<file path="src/rtl/cache_ctrl_fsm_pkg.sv">
// cache_ctrl_fsm_pkg: shared state type and beat-width helper for the miss controller
package cache_ctrl_pkg;
  typedef enum logic [2:0] {IDLE, WRITE_BACK, FILL, UPDATE, WRITE_AROUND} cache_state_t;
  function automatic int beat_w(input int words);
    return $clog2(words);
  endfunction
endpackage

</file>
<file path="src/rtl/cache_ctrl_fsm_if.sv">
// cache_ctrl_fsm_if: pipeline, tag-array and memory-port signals seen by the miss controller
interface cache_ctrl_fsm_if #(parameter int BEAT_W = 2);
  logic cpu_read, cpu_write, hit, dirty, mem_ack;
  logic stall, mem_rd, mem_wr, wb_sel, fill_we, tag_we, dirty_set, dirty_clr;
  logic [BEAT_W-1:0] beat_idx;
  modport master (
    input  cpu_read, cpu_write, hit, dirty, mem_ack,
    output stall, mem_rd, mem_wr, wb_sel, fill_we, tag_we, dirty_set, dirty_clr, beat_idx
  );
  modport slave (
    output cpu_read, cpu_write, hit, dirty, mem_ack,
    input  stall, mem_rd, mem_wr, wb_sel, fill_we, tag_we, dirty_set, dirty_clr, beat_idx
  );
endinterface

</file>
<file path="src/rtl/cache_ctrl_fsm_beat_counter.sv">
// beat_counter: line-beat index; clear wins over increment so the last beat wraps to 0
module beat_counter #(
  parameter int W    = 2,
  parameter int LAST = 3
) (
  input  logic         CLK,
  input  logic         RST,
  input  logic         i_inc,
  input  logic         i_clr,
  output logic [W-1:0] o_count,
  output logic         o_last
);
  logic [W-1:0] r_count;
  always_ff @(posedge CLK)
    r_count <= (!RST || i_clr) ? '0 : i_inc ? r_count + 1'b1 : r_count;
  assign o_count = r_count;
  assign o_last  = r_count == W'(LAST);
endmodule

</file>
<file path="src/rtl/cache_ctrl_fsm.sv">
// cache_ctrl_fsm: data-cache miss controller (write-back, line fill, write-allocate or write-around)
module cache_ctrl_fsm
  import cache_ctrl_pkg::*;
#(
  parameter int WORDS_PER_BLOCK = 4,
  parameter bit WRITE_ALLOCATE  = 1'b1,
  parameter int BEAT_W          = beat_w(WORDS_PER_BLOCK)
) (
  input logic              CLK,
  input logic              RST,
  cache_ctrl_fsm_if.master cif
);
  cache_state_t r_state, w_next;
  logic w_rd, w_wr, w_inc, w_clr, w_last;
  logic w_stall, w_mem_rd, w_mem_wr, w_wb_sel, w_fill_we, w_tag_we, w_dirty_set, w_dirty_clr;
  logic [BEAT_W-1:0] w_count, w_beat;
  // a simultaneous load and store is served as the load
  assign w_rd = cif.cpu_read;
  assign w_wr = cif.cpu_write & ~cif.cpu_read;
  beat_counter #(.W(BEAT_W), .LAST(WORDS_PER_BLOCK - 1)) u_cnt (
    .CLK     (CLK),
    .RST     (RST),
    .i_inc   (w_inc),
    .i_clr   (w_clr),
    .o_count (w_count),
    .o_last  (w_last)
  );
  always_comb begin
    w_next      = r_state;
    w_stall     = 1'b0;
    w_mem_rd    = 1'b0;
    w_mem_wr    = 1'b0;
    w_wb_sel    = 1'b0;
    w_fill_we   = 1'b0;
    w_tag_we    = 1'b0;
    w_dirty_set = 1'b0;
    w_dirty_clr = 1'b0;
    w_inc       = 1'b0;
    w_clr       = 1'b0;
    w_beat      = '0;
    case (r_state)
      IDLE: begin
        w_dirty_set = w_wr & cif.hit;
        w_stall     = (w_rd | w_wr) & ~cif.hit;
        if (w_stall)
          w_next = (w_rd | WRITE_ALLOCATE) ? (cif.dirty ? WRITE_BACK : FILL) : WRITE_AROUND;
      end
      WRITE_BACK: begin
        w_stall  = 1'b1;
        w_mem_wr = 1'b1;
        w_wb_sel = 1'b1;
        w_beat   = w_count;
        w_inc    = cif.mem_ack;
        w_clr    = cif.mem_ack & w_last;
        w_next   = w_clr ? FILL : WRITE_BACK;
      end
      FILL: begin
        w_stall   = 1'b1;
        w_mem_rd  = 1'b1;
        w_beat    = w_count;
        w_fill_we = cif.mem_ack;
        w_inc     = cif.mem_ack;
        w_clr     = cif.mem_ack & w_last;
        w_next    = w_clr ? UPDATE : FILL;
      end
      UPDATE: begin
        w_stall     = 1'b1;
        w_tag_we    = 1'b1;
        w_dirty_clr = 1'b1;
        w_next      = IDLE;
      end
      WRITE_AROUND: begin
        w_mem_wr = 1'b1;
        w_stall  = ~cif.mem_ack;
        w_next   = cif.mem_ack ? IDLE : WRITE_AROUND;
      end
      default: w_next = IDLE;
    endcase
  end
  always_ff @(posedge CLK)
    r_state <= RST ? w_next : IDLE;
  // reset holds every strobe low, including stall
  assign cif.stall     = RST & w_stall;
  assign cif.mem_rd    = RST & w_mem_rd;
  assign cif.mem_wr    = RST & w_mem_wr;
  assign cif.wb_sel    = RST & w_wb_sel;
  assign cif.fill_we   = RST & w_fill_we;
  assign cif.tag_we    = RST & w_tag_we;
  assign cif.dirty_set = RST & w_dirty_set;
  assign cif.dirty_clr = RST & w_dirty_clr;
  assign cif.beat_idx  = RST ? w_beat : '0;
endmodule
</file>
<file path="src/flat_wrapper.sv">
// flat-port wrapper written by rule: the top's interface ports become plain ports
module cache_ctrl_fsm_flat import cache_ctrl_pkg::*;
#(
  parameter int WORDS_PER_BLOCK = 4,
  parameter bit WRITE_ALLOCATE  = 1'b1,
  parameter int BEAT_W          = beat_w(WORDS_PER_BLOCK)
)
  (CLK, RST, cif_cpu_read, cif_cpu_write, cif_hit, cif_dirty, cif_mem_ack, cif_stall, cif_mem_rd, cif_mem_wr, cif_wb_sel, cif_fill_we, cif_tag_we, cif_dirty_set, cif_dirty_clr, cif_beat_idx);
  cache_ctrl_fsm_if #(.BEAT_W(BEAT_W)) cif_i ();
  input logic CLK;
  input logic RST;
  input wire logic [$bits(cif_i.cpu_read)-1:0] cif_cpu_read;
  input wire logic [$bits(cif_i.cpu_write)-1:0] cif_cpu_write;
  input wire logic [$bits(cif_i.hit)-1:0] cif_hit;
  input wire logic [$bits(cif_i.dirty)-1:0] cif_dirty;
  input wire logic [$bits(cif_i.mem_ack)-1:0] cif_mem_ack;
  output wire logic [$bits(cif_i.stall)-1:0] cif_stall;
  output wire logic [$bits(cif_i.mem_rd)-1:0] cif_mem_rd;
  output wire logic [$bits(cif_i.mem_wr)-1:0] cif_mem_wr;
  output wire logic [$bits(cif_i.wb_sel)-1:0] cif_wb_sel;
  output wire logic [$bits(cif_i.fill_we)-1:0] cif_fill_we;
  output wire logic [$bits(cif_i.tag_we)-1:0] cif_tag_we;
  output wire logic [$bits(cif_i.dirty_set)-1:0] cif_dirty_set;
  output wire logic [$bits(cif_i.dirty_clr)-1:0] cif_dirty_clr;
  output wire logic [$bits(cif_i.beat_idx)-1:0] cif_beat_idx;
  assign cif_i.cpu_read = cif_cpu_read;
  assign cif_i.cpu_write = cif_cpu_write;
  assign cif_i.hit = cif_hit;
  assign cif_i.dirty = cif_dirty;
  assign cif_i.mem_ack = cif_mem_ack;
  assign cif_stall = cif_i.stall;
  assign cif_mem_rd = cif_i.mem_rd;
  assign cif_mem_wr = cif_i.mem_wr;
  assign cif_wb_sel = cif_i.wb_sel;
  assign cif_fill_we = cif_i.fill_we;
  assign cif_tag_we = cif_i.tag_we;
  assign cif_dirty_set = cif_i.dirty_set;
  assign cif_dirty_clr = cif_i.dirty_clr;
  assign cif_beat_idx = cif_i.beat_idx;
  cache_ctrl_fsm #(.WORDS_PER_BLOCK(WORDS_PER_BLOCK), .WRITE_ALLOCATE(WRITE_ALLOCATE), .BEAT_W(BEAT_W)) u_core (.CLK(CLK), .RST(RST), .cif(cif_i));
endmodule
</file>
<file path="config.mk">
export PLATFORM = sky130hd
export DESIGN_NAME = cache_ctrl_fsm_flat
export DESIGN_NICKNAME = d
export VERILOG_FILES = /design/src/rtl/cache_ctrl_fsm_pkg.sv /design/src/rtl/cache_ctrl_fsm_if.sv /design/src/rtl/cache_ctrl_fsm_beat_counter.sv /design/src/rtl/cache_ctrl_fsm.sv /design/src/flat_wrapper.sv
export SDC_FILE = /design/constraint.sdc
export NUM_CORES = 1
export LEC_CHECK = 0
export ABC_AREA = 0
export BUFFER_PORTS_ARGS = -buffer_cell sky130_fd_sc_hd__buf_2
export CORE_AREA = 2 2 39 41
export DETAILED_ROUTE_END_ITERATION = 10
export DIE_AREA = 0 0 41 43
export PLACE_DENSITY = 0.62
export REMOVE_ABC_BUFFERS = 1
export SYNTH_ARGS = -nofsm -noshare
export SYNTH_HDL_FRONTEND = slang
export SYNTH_SLANG_ARGS = --single-unit
export TNS_END_PERCENT = 100
</file>
<file path="constraint.sdc">
create_clock -name CLK -period 2.2 [get_ports CLK]
set_input_delay 0.11 -clock CLK [delete_from_list [all_inputs] [get_ports CLK]]
set_output_delay 0.11 -clock CLK [all_outputs]
set_load 0.005 [all_outputs]
</file>
==> results of run 1 <==
==> placed cells by master (no fill, tap or decap) <==
cell type	n
ha_1	1
xnor2_1	1
clkbuf_4	3
nor2_1	5
nand3_1	1
o22a_2	1
nand2b_1	1
o21ai_0	1
nor3_4	1
buf_2	16
nand2_1	8
or2_4	1
dfxtp_1	5
and2b_2	1
nor4_1	1
and2b_1	1
nor3b_1	2
and2_1	2
a211oi_1	1
o21ai_2	1
and3_2	1
nand3b_1	1
or2b_1	1
mux2i_1	2
nor3b_2	1
clkbuf_1	1
xnor2_2	1
o21ba_2	1
==> Yosys cell counts (all sizes together) <==
cell type  n
o21ba      1
dfxtp      5
o22a       1
nand3      1
nand2b     1
mux2i      2
or2b       1
nand3b     1
nand2      8
xnor2      2
nor2       5
nor3       1
and2       2
and3       1
nor4       1
and2b      2
a211oi     1
ha         1
buf        3
or2        1
o21ai      2
nor3b      3
==> path summary, 6_finish.rpt <==
path                                        startpoint                                    to  cells past startpoint
setup / recovery        u_core.r_state[1]$_SDFFE_PN0P_                         cif_dirty_set                      3
setup reg to reg        u_core.r_state[0]$_SDFFE_PN0P_  u_core.u_cnt.o_count[0]$_SDFFE_PP0P_                      3
hold / removal                             cif_mem_ack        u_core.r_state[2]$_SDFFE_PN0P_                      2
hold reg to reg   u_core.u_cnt.o_count[1]$_SDFFE_PP0P_  u_core.u_cnt.o_count[1]$_SDFFE_PP0P_                      2
==> registers in the layout (all words and copies together), names as in the netlist <==
| signal | flops |
|---|---|
| u_core.r_state | 3 |
| u_core.u_cnt.o_count | 2 |
==> cell type report <==
| class | count | area share |
|---|---|---|
| well taps | 16 | 0.0404 |
| flip-flops and latches | 5 | 0.202 |
| clock buffers | 4 | 0.0530 |
| multi-input cells | 38 | 0.543 |
| repair buffers | 16 | 0.162 |
==> critical path: stages (launching register included) <==
cell and delay [ns]:
dfxtp_1 0.39, or2_4 0.31, nor4_1 0.25, buf_2 0.16
==> stage by stage <==
step | instance area (um^2) | std cells | hold WS, ns | power, W
finish | 495 | 79 | 0.136 | 0.000271
detailed placement | 469 | 75 | 0.373 | 0.000173
CTS | 495 | 79 | 0.120 | 0.000278
global placement | 469 | 75 | 0.371 | 0.000171
floorplan | 369 | 43 | 0.180 | 0.000150
global route | 495 | 79 | 0.134 | 0.000295
==> layer usage <==
layer,part of all wire,GRT usage,up-vias
met3,0.085,0.0209,0
met4,0,0.0600,0
met2,0.49,0.178,10
li1,-,-,190
met1,0.43,0.122,164
met5,0,0,-
==> kinds of logic (layout without fill, tap and decap cells) <==
kind of cell / Yosys count / in the layout / share of synthesized area
flip-flops: 5 / 5 / 0.251
AO/OA/AOI/OAI: 5 / 5 / 0.103
multiplexers: 2 / 2 / 0.0502
buffers and inverters: 3 / 20 / 0.0752
adder cells (fa/ha/maj): 1 / 1 / 0.0313
AND/OR/NAND/NOR: 28 / 28 / 0.426
XOR/XNOR: 2 / 2 / 0.0627
==> power groups by stage <==
stage	Combinational [W]	Sequential, W	Clock, W
final	0.0000632	0.000107	0.000100
after global routing	0.0000710	0.000109	0.000115
after CTS	0.0000641	0.000107	0.000107
after detailed placement	0.0000637	0.000109	0
after global placement	0.0000621	0.000109	0
after floorplan	0.0000427	0.000107	0
==> results.md, run 1 <==
- Max VDD drop: around 0.21 mV
- Fin Setup TNS: 0 ns
- Crit path DAT: around 1.4 ns
- Status: finished, final reports clean
- Worst-Skew Late Latency: between 0.2 and 0.25 ns
- Net Switching: slightly above 0.00007 W
- Post-place setup slack: between 1 and 1.5 ns
- Initial Utilization: 0.288
- Sequential share of power: 0.396
- Total CTS buffers: 3
- Reg clk slew, reported paths: about 0.04 ns
- Seq/Total Area, Yosys: 0.251
- Die Area: 1760 um^2
- Setup WS post-layout: 0.742 ns
- DRC: 0
- CTS root buffer: clkbuf_4
- Pin count of the biggest net entering global routing: 10
- Area of the multi-input gates: 269 um^2
- Synth area leader: dfxtp_1
- Clock Skew: roughly 0.00036 ns
- TritonCTS clock tree: built
- Worst EP required: approximately 2.1 ns
- Storage cell area: about 100 um^2
- Area contributors post-synth: dfxtp_1, nand2_1, buf_6
- Clock power share: 0.370
- Clk sink count: 5
- Detailed Place HPWL: 683 um
- IO Pins: 17
- PwrDens: around 550 nW/um^2
- Htree depth: 1
- Post_cts resized: 0
- Mean Syn Cell Area: 8.68 um^2
- Core area: 1380 um^2
- Overflow after GRT: 0
- Area grow syn2layout: 24.1%
- Critical path class: reg2out
- Max Cap Viol: 0
- LEAKAGE: about 0.23 nW
- GRT Total Usage: 0.108
- Layout cells sized above 1: 0.444
- First-pass GRT wire length: between 1 and 1.5 mm
- CP Capture Type: output port
- R2R Setup Slk: slightly above 1 ns
- Crit-path max FO: 9
- Synth Warn #: 0
- Max clock buf depth: 2
- Row cnt: 14
- Net Sw Frac: 0.267
- Max Slew Vio Count: 0
- Mean routed wirelength per cell: between 10 and 15 um
- N_diodes: 0
- Iter 0 DRT Violations: 0
- Die extent in x: ~41 um
- Detail Route Antenna Nets: 0
- Final hold vios: 0
- CP startpoint kind: flip-flop
- Drt pass-1 iters: 1
- FILL cells: ~160
- Number of global-route vias before repair: 362
- Worst Hold Class: in2reg
- Fmax: between 600 and 700 MHz
- Hold buffers post-CTS: 0
- Post-synth cell types: 27
- Worst-Margin Slew: between 0.3 and 0.4 ns
- Yosys top cell area share: 0.251
- Synth Register Bits: 5
- WL final: about 790 um
- Setup bufs post-CTS: 0
- Initial antenna violation count: 0
- Routed vias: 364
- IO Port Bufs: 16
- Final core utilization: 0.358
- Drt via density: 4.61
- Synth Cell Area: between 300 and 400 um^2
- Endpoints failing setup: 0
- Final #Nets: 72
- Die height: ~43 um
- Period utilization: 0.663
- Post-layout min period: 1.46 ns
- Final Wtd Congestion: 0.752
- Internal power: roughly 0.0002 W
- Comb pwr share: 0.233
- Cells after synthesis: 46
- Unrepaired setup endpoints after global routing: no
- Max-Slew Margin vs Limit: 0.779
(Power assumes the default switching activity.)
==> run 2, diff against run 1 <==
--- a/config.mk
+++ b/config.mk
@@ -5,12 +5,12 @@
 export SDC_FILE = /design/constraint.sdc
 export NUM_CORES = 1
 export LEC_CHECK = 0
-export ABC_AREA = 0
+export ABC_AREA = 1
 export BUFFER_PORTS_ARGS = -buffer_cell sky130_fd_sc_hd__buf_2
 export CORE_AREA = 2 2 39 41
 export DETAILED_ROUTE_END_ITERATION = 10
 export DIE_AREA = 0 0 41 43
-export PLACE_DENSITY = 0.62
+export PLACE_DENSITY = 0.63
 export REMOVE_ABC_BUFFERS = 1
 export SYNTH_ARGS = -nofsm -noshare
 export SYNTH_HDL_FRONTEND = slang
==> constraint.sdc (replaced) <==
create_clock -name CLK -period 1.5 [get_ports CLK]
set_input_delay 0.075 -clock CLK [delete_from_list [all_inputs] [get_ports CLK]]
set_output_delay 0.075 -clock CLK [all_outputs]
set_load 0.005 [all_outputs]
==> results.md, run 2 <==
- CP Capture Type: output port
- Crit-path max FO: 5 (-4)
- Placed Instance Area: 500 um^2 (+6.7%)
- Largest register by flop count: u_core.r_state
- Synth area leader: dfxtp_1
- Max-Slew Margin vs Limit: 0.833 (+0.0546)
- Status: finished, final reports clean
- Number of global-route vias before repair: 413 (+14%)
- Fin Setup TNS: 0 ns (unchanged)
- N_diodes: 0 (unchanged)
- Most frequent cells in the layout: buf_2, nor2_1, nand2_1
- Crit path DAT: 1.26 ns (-0.09 ns)
- Post-route cell area: 527 um^2 (+6.3%)
- TritonCTS clock tree: built
- Setup WS post-layout: 0.163 ns (-0.579 ns)
- Dpl cells: 95 (+27%)
- Area contributors post-synth: dfxtp_1, nor2_1, nand2_1
- Synth Warn #: 0 (unchanged)
- Worst Hold Class: in2reg
- Die Area: 1760 um^2 (unchanged)
- Mean routed wirelength per cell: 9.46 um (-5.5%)
- CTS root buffer: clkbuf_4
- GRT Total Usage: 0.134 (+0.0258)
- FILL cells: 153 (-3.8%)
- Fmax: ~750 MHz
- Layout cells sized above 1: 0.386 (-0.0589)
- IO Port Bufs: 16 (unchanged)
- Reg clk slew, reported paths: 0.05 ns (about the same)
- Hold buffers post-CTS: 0 (unchanged)
- IO Pins: 17 (unchanged)
- Number of flops mapped to enable cells by yosys: 0 (unchanged)
- LEAKAGE: 0.264 nW (+15%)
- Met3 Routed Length: 42 um (-37%)
- Post-synth cell types: 18 (-33%)
- Post-place setup slack: 0.438 ns (-0.572 ns)
- Initial Utilization: 0.295 (+0.00633)
- Crit Reg-Reg Startpoint: u_core.u_cnt.o_count[0]$_SDFFE_PP0P_
- Max clock buf depth: 2 (unchanged)
- Hold path start: cif_mem_ack
- Final hold vios: 0 (unchanged)
- Hold depth: 2 (unchanged)
- Setup bufs post-CTS: 0 (unchanged)
- WL final: 937 um (+18%)
- Area of the multi-input gates: 263 um^2 (-2.3%)
- Cells after synthesis: 64 (+39%)
- Clock Skew: 0.000895 ns (+0.000533 ns)
- Max Cap Viol: 0 (unchanged)
- Ys async rst share: 0 (unchanged)
- Area grow syn2layout: 29.1%
- Count leader, synth: nor2_1
- Pin count of the biggest net entering global routing: 8 (-2)
- Htree depth: 1 (unchanged)
- Final #Nets: 92 (+28%)
- First-pass GRT wire length: 1.64 mm (+23%)
- Endpoints failing setup: 0 (unchanged)
- Drt pass-1 iters: 4 (+3)
- Leading cell type in the layout, fill and taps excluded: buf_2
- Synth Cell Area: 408 um^2 (+2.2%)
- Detail Route Antenna Nets: 0 (unchanged)
- Worst reg2reg path depth: 6 (+3)
- M1 wire length: 447 um (+32%)
- Die height: 43 um (unchanged)
- Yosys top cell area share: 0.245 (-0.00538)
- Drt via density: 4.53 (-1.8%)
- Synth Register Bits: 5 (unchanged)
- Post_cts resized: 0 (unchanged)
- Storage cell area: 100 um^2 (unchanged)
- Iter 0 DRT Violations: 3 (+3)
- Final Wtd Congestion: 0.782 (+3.9%)
- Detailed Place HPWL: 785 um (+15%)
- CP startpoint kind: flip-flop
- Seq/Total Area, Yosys: 0.245 (-0.00538)
- Max Slew Vio Count: 0 (unchanged)
- Row cnt: 14 (unchanged)
- WL met2: 435 um (+13%)
- R2r endpoint: u_core.r_state[0]$_SDFFE_PN0P_
- Fin cells: 99 (+25%)
- Die extent in x: 41 um (unchanged)
- Pwr Total: 0.000423 W (+56%)
- R2R Setup Slk: 0.48 ns (-0.54 ns)
- DRC: 0 (unchanged)
- Post-layout min period: roughly 1.3 ns
- Max VDD drop: 0.288 mV (+36%)
- PwrDens: 804 nW/um^2 (+47%)
- Hold Path End: u_core.r_state[2]$_SDFFE_PN0P_
- Period utilization: 0.891
- Mean Syn Cell Area: 6.37 um^2 (-27%)
- Initial antenna violation count: 0 (unchanged)
- Largest register FFs: 3 (unchanged)
- Synth Flop Type: dfxtp_1
- Worst EP required: 1.42 ns (-0.67 ns)
- Unrepaired setup endpoints after global routing: no
- Worst-Skew Late Latency: 0.24 ns (about the same)
- DR top layer: met4
- Worst-Margin Slew: 0.250 ns (-0.0817 ns)
- Critical path class: reg2out
- Post-synth top cells: nor2_1, nand2_1, inv_1
- Routed vias: 448 (+23%)
- Clk sink count: 5 (unchanged)
- Total CTS buffers: 3 (unchanged)
- Core area: 1380 um^2 (unchanged)
- Overflow after GRT: 0 (unchanged)
[run 2: cell count changes after synthesis, moves of 4 or more]
| cell | delta |
|---|---|
| nand3_1 | +4 |
| nor3_1 | +5 |
| nand2_2 | +4 |
| inv_1 | +8 |
| nor2_1 | +7 |
[run 2: critical path, cell delays in order (launching register included)]
cell     delay, ns
dfxtp_1       0.45
nor2_4        0.10
nor2_4        0.15
inv_1         0.06
nor3_1        0.12
buf_2         0.14
[run 2: worst max path at each step]
| stage | start | to | slack (ns) |
|---|---|---|---|
| 2_1_floorplan | u_core.r_state[1]$_SDFFE_PN0P_ | cif_beat_idx[0] | 0.58 |
| 3_3_place_gp | u_core.r_state[1]$_SDFFE_PN0P_ | cif_beat_idx[0] | 0.45 |
| 3_5_place_dp | u_core.r_state[1]$_SDFFE_PN0P_ | cif_beat_idx[0] | 0.44 |
| 4_1_cts | u_core.r_state[1]$_SDFFE_PN0P_ | cif_beat_idx[0] | 0.17 |
| 5_1_grt | u_core.r_state[1]$_SDFFE_PN0P_ | cif_beat_idx[0] | 0.06 |
| 6_report | u_core.r_state[1]$_SDFFE_PN0P_ | cif_beat_idx[0] | 0.16 |
[run 2: kinds of logic (layout without fill, tap and decap cells)]
| logic type | after synthesis | after routing | share of synthesized area |
|---|---|---|---|
| and+or+nand+nor | 40 | 40 | 0.500 |
| DFF | 5 | 5 | 0.245 |
| AOI/OAI and AO/OA | 7 | 7 | 0.114 |
| adders and majority gates | 1 | 1 | 0.0307 |
| buffers and inverters | 11 | 30 | 0.110 |
[run 2: cell type report]
class | instances | share of cell area
clock buffers | 4 | 0.0499
inverters | 10 | 0.0713
multi-input cells | 48 | 0.499
flip-flops and latches | 5 | 0.190
well taps | 16 | 0.0380
repair buffers | 16 | 0.152
[run 2: through the flow]
stage / utilization / hold WS, ns
finish: 0.381 / 0.0861
global route: 0.381 / 0.0889
CTS: 0.381 / 0.0816
detailed placement: 0.362 / 0.339
global placement: 0.362 / 0.337
floorplan: - / 0.153
[run 2: metal layers]
metal	global-route usage	vias to the layer above
met2	0.194	15
li1	-	244
met3	0.0209	2
met4	0.0800	0
met5	0	-
met1	0.179	187
[run 2: power breakdown]
part | internal (W) | switching, W | total, W
logic | 0.0000440 | 0.0000653 | 0.000109
clock network | 0.000101 | 0.0000610 | 0.000162
registers | 0.000141 | 0.0000113 | 0.000152
total | 0.000286 | 0.000138 | 0.000423
==> run 3, diff against run 2 <==
--- a/config.mk
+++ b/config.mk
@@ -11,6 +11,7 @@
 export DETAILED_ROUTE_END_ITERATION = 10
 export DIE_AREA = 0 0 41 43
 export PLACE_DENSITY = 0.63
+export RECOVER_POWER = 100
 export REMOVE_ABC_BUFFERS = 1
 export SYNTH_ARGS = -nofsm -noshare
 export SYNTH_HDL_FRONTEND = slang
==> results.md, run 3 (synthesis gave the netlist of run 2 again) <==
- Crit Reg-Reg Startpoint: u_core.r_state[1]$_SDFFE_PN0P_
- LEAKAGE: 0.236 nW (-11%)
- Crit-path cells: nor2_4 > nand2_1 > inv_2 > o21ai_2 > nand2_1 > nor2_1 > buf_2
- Crit-path max FO: 5 (unchanged)
- Iter 0 DRT Violations: 5 (+2)
- Die Area: 1760 um^2 (unchanged)
- Final #Nets: 92 (unchanged)
- Worst setup path start: u_core.r_state[1]$_SDFFE_PN0P_
- Hold Worst Slack: 0.0812 ns (-0.00496 ns)
- Initial antenna violation count: 0 (unchanged)
- Total CTS buffers: 3 (unchanged)
- Post-layout min period: 1.36 ns (+0.0231 ns)
- Row cnt: 14 (unchanged)
- Number of global-route vias before repair: 413 (unchanged)
- R2r endpoint: u_core.r_state[0]$_SDFFE_PN0P_
- Max Slew Vio Count: 0 (unchanged)
- Mean routed wirelength per cell: 9.72 um (+2.7%)
- Status: finished, final reports clean
- DR top layer: met4
- Critical path class: reg2out
- Met3 Routed Length: 47 um (+12%)
- Leading cell type in the layout, fill and taps excluded: nor2_1
- Routed vias: 452 (+0.89%)
- Overflow after GRT: 0 (unchanged)
- Worst EP required: 1.42 ns (about the same)
- Max-Slew Margin vs Limit: 0.833 (about the same)
- Max VDD drop: 0.288 mV (about the same)
- Worst Hold Class: in2reg
- Storage cell area: 100 um^2 (unchanged)
- IO Port Bufs: 16 (unchanged)
- Period utilization: 0.906 (+0.0154)
- Clock Skew: 0.000165 ns (-0.000730 ns)
- Reg clk slew, reported paths: 0.05 ns (about the same)
- Worst reg2reg path depth: 5 (-1)
- CP startpoint kind: flip-flop
- Htree depth: 1 (unchanged)
- Detail Route Antenna Nets: 0 (unchanged)
- Detailed Place HPWL: 785 um (unchanged)
- Crit path DAT: 1.28 ns (+0.02 ns)
- IO Pins: 17 (unchanged)
- Unrepaired setup endpoints after global routing: no
- Die height: 43 um (unchanged)
- Area of the multi-input gates: 255 um^2 (-2.9%)
- Endpoints failing setup: 0 (unchanged)
- Largest register FFs: 3 (unchanged)
- Final Wtd Congestion: 0.782 (unchanged)
- Initial Utilization: 0.295 (unchanged)
- Max Cap Viol: 0 (unchanged)
- Clk sink count: 5 (unchanged)
- Layout cells sized above 1: 0.301 (-0.0843)
- R2R Setup Slk: 0.44 ns (-0.04 ns)
- Setup crit end: cif_stall
- Final hold vios: 0 (unchanged)
- Pin count of the biggest net entering global routing: 8 (unchanged)
- Worst-Skew Late Latency: 0.25 ns (about the same)
- Crit path max-delay cell type: dfxtp_1
- Area grow syn2layout: 25.5%
- Max incr delay on CP: 0.45 ns (about the same)
- TritonCTS clock tree: built
- Drt pass-1 iters: 4 (unchanged)
- WL final: 962 um (+2.7%)
- Max clock buf depth: 2 (unchanged)
- GRT Total Usage: 0.134 (unchanged)
- Core area: 1380 um^2 (unchanged)
- N_diodes: 0 (unchanged)
- First-pass GRT wire length: 1.64 mm (unchanged)
- Setup bufs post-CTS: 0 (unchanged)
- DRC: 0 (unchanged)
- Hold buffers post-CTS: 0 (unchanged)
- Worst-Margin Slew: 0.250 ns (+0.000331 ns)
- Die extent in x: 41 um (unchanged)
- Fin Setup TNS: 0 ns (unchanged)
- FILL cells: 156 (+2.0%)
- CTS root buffer: clkbuf_4
- CP Capture Type: output port
- Drt via density: 4.57 (+0.89%)
- PwrDens: 824 nW/um^2 (+2.5%)
- M1 wire length: 457 um (+2.2%)
- Largest register by flop count: u_core.r_state
- Fmax: 735 MHz (-1.7%)
- Worst path most repeated cell: nand2_1
- Most frequent cells in the layout: nor2_1, nand2_1, inv_1, buf_2, clkbuf_1
- WL met2: 443 um (+1.8%)
- Post_cts resized: 0 (unchanged)
-- run 3: stage by stage --
stage | utilization | instances | cell area [um^2] | setup WS, ns | total power [W]
after global placement | 0.362 | 95 | 500 | 0.446 | 0.000264
final | 0.370 | 99 | 512 | 0.140 | 0.000422
after CTS | 0.381 | 99 | 527 | 0.167 | 0.000428
after global routing | 0.370 | 99 | 512 | 0.0588 | 0.000446
after detailed placement | 0.362 | 95 | 500 | 0.438 | 0.000265
after floorplan | - | 63 | 400 | 0.577 | 0.000231
-- run 3: area by class of cell --
cell class | instances | area share
Inverter | 10 | 0.0733
Multi-Input combinational cell | 48 | 0.499
Timing Repair Buffer | 16 | 0.142
Sequential cell | 5 | 0.196
Tap cell | 16 | 0.0391
Clock buffer | 4 | 0.0513
-- run 3: power breakdown --
part / internal [W] / switching [W] / leakage (nW)
Clock: 0.000101 / 0.0000636 / 0.0150
Combinational: 0.0000410 / 0.0000638 / 0.181
Sequential: 0.000141 / 0.0000113 / 0.0407
-- run 3: worst max-delay path, delay by kind of cell (launching register included) --
kind	cells	cell delay [ns]
AOI/OAI and AO/OA	1	0.06
buffers and inverters	2	0.16
DFF	1	0.45
and+or+nand+nor	4	0.36
-- run 3: worst min path at each step --
stage | endpoint | from | depth (start not counted) | slack, ns
finish | u_core.r_state[2]$_SDFFE_PN0P_ | cif_mem_ack | 2 | 0.08
global route | u_core.r_state[2]$_SDFFE_PN0P_ | cif_mem_ack | 2 | 0.09
CTS | u_core.r_state[2]$_SDFFE_PN0P_ | cif_mem_ack | 2 | 0.08
detailed placement | u_core.r_state[2]$_SDFFE_PN0P_ | cif_mem_ack | 2 | 0.34
global placement | u_core.r_state[2]$_SDFFE_PN0P_ | cif_mem_ack | 2 | 0.34
floorplan | u_core.r_state[2]$_SDFFE_PN0P_ | cif_mem_ack | 1 | 0.15
-- run 3: per-layer routing --
layer / vias to the layer above / global-route usage
li1: 244 / -
met1: 189 / 0.179
met2: 16 / 0.194
met3: 3 / 0.0209
met4: 0 / 0.0800
met5: - / 0
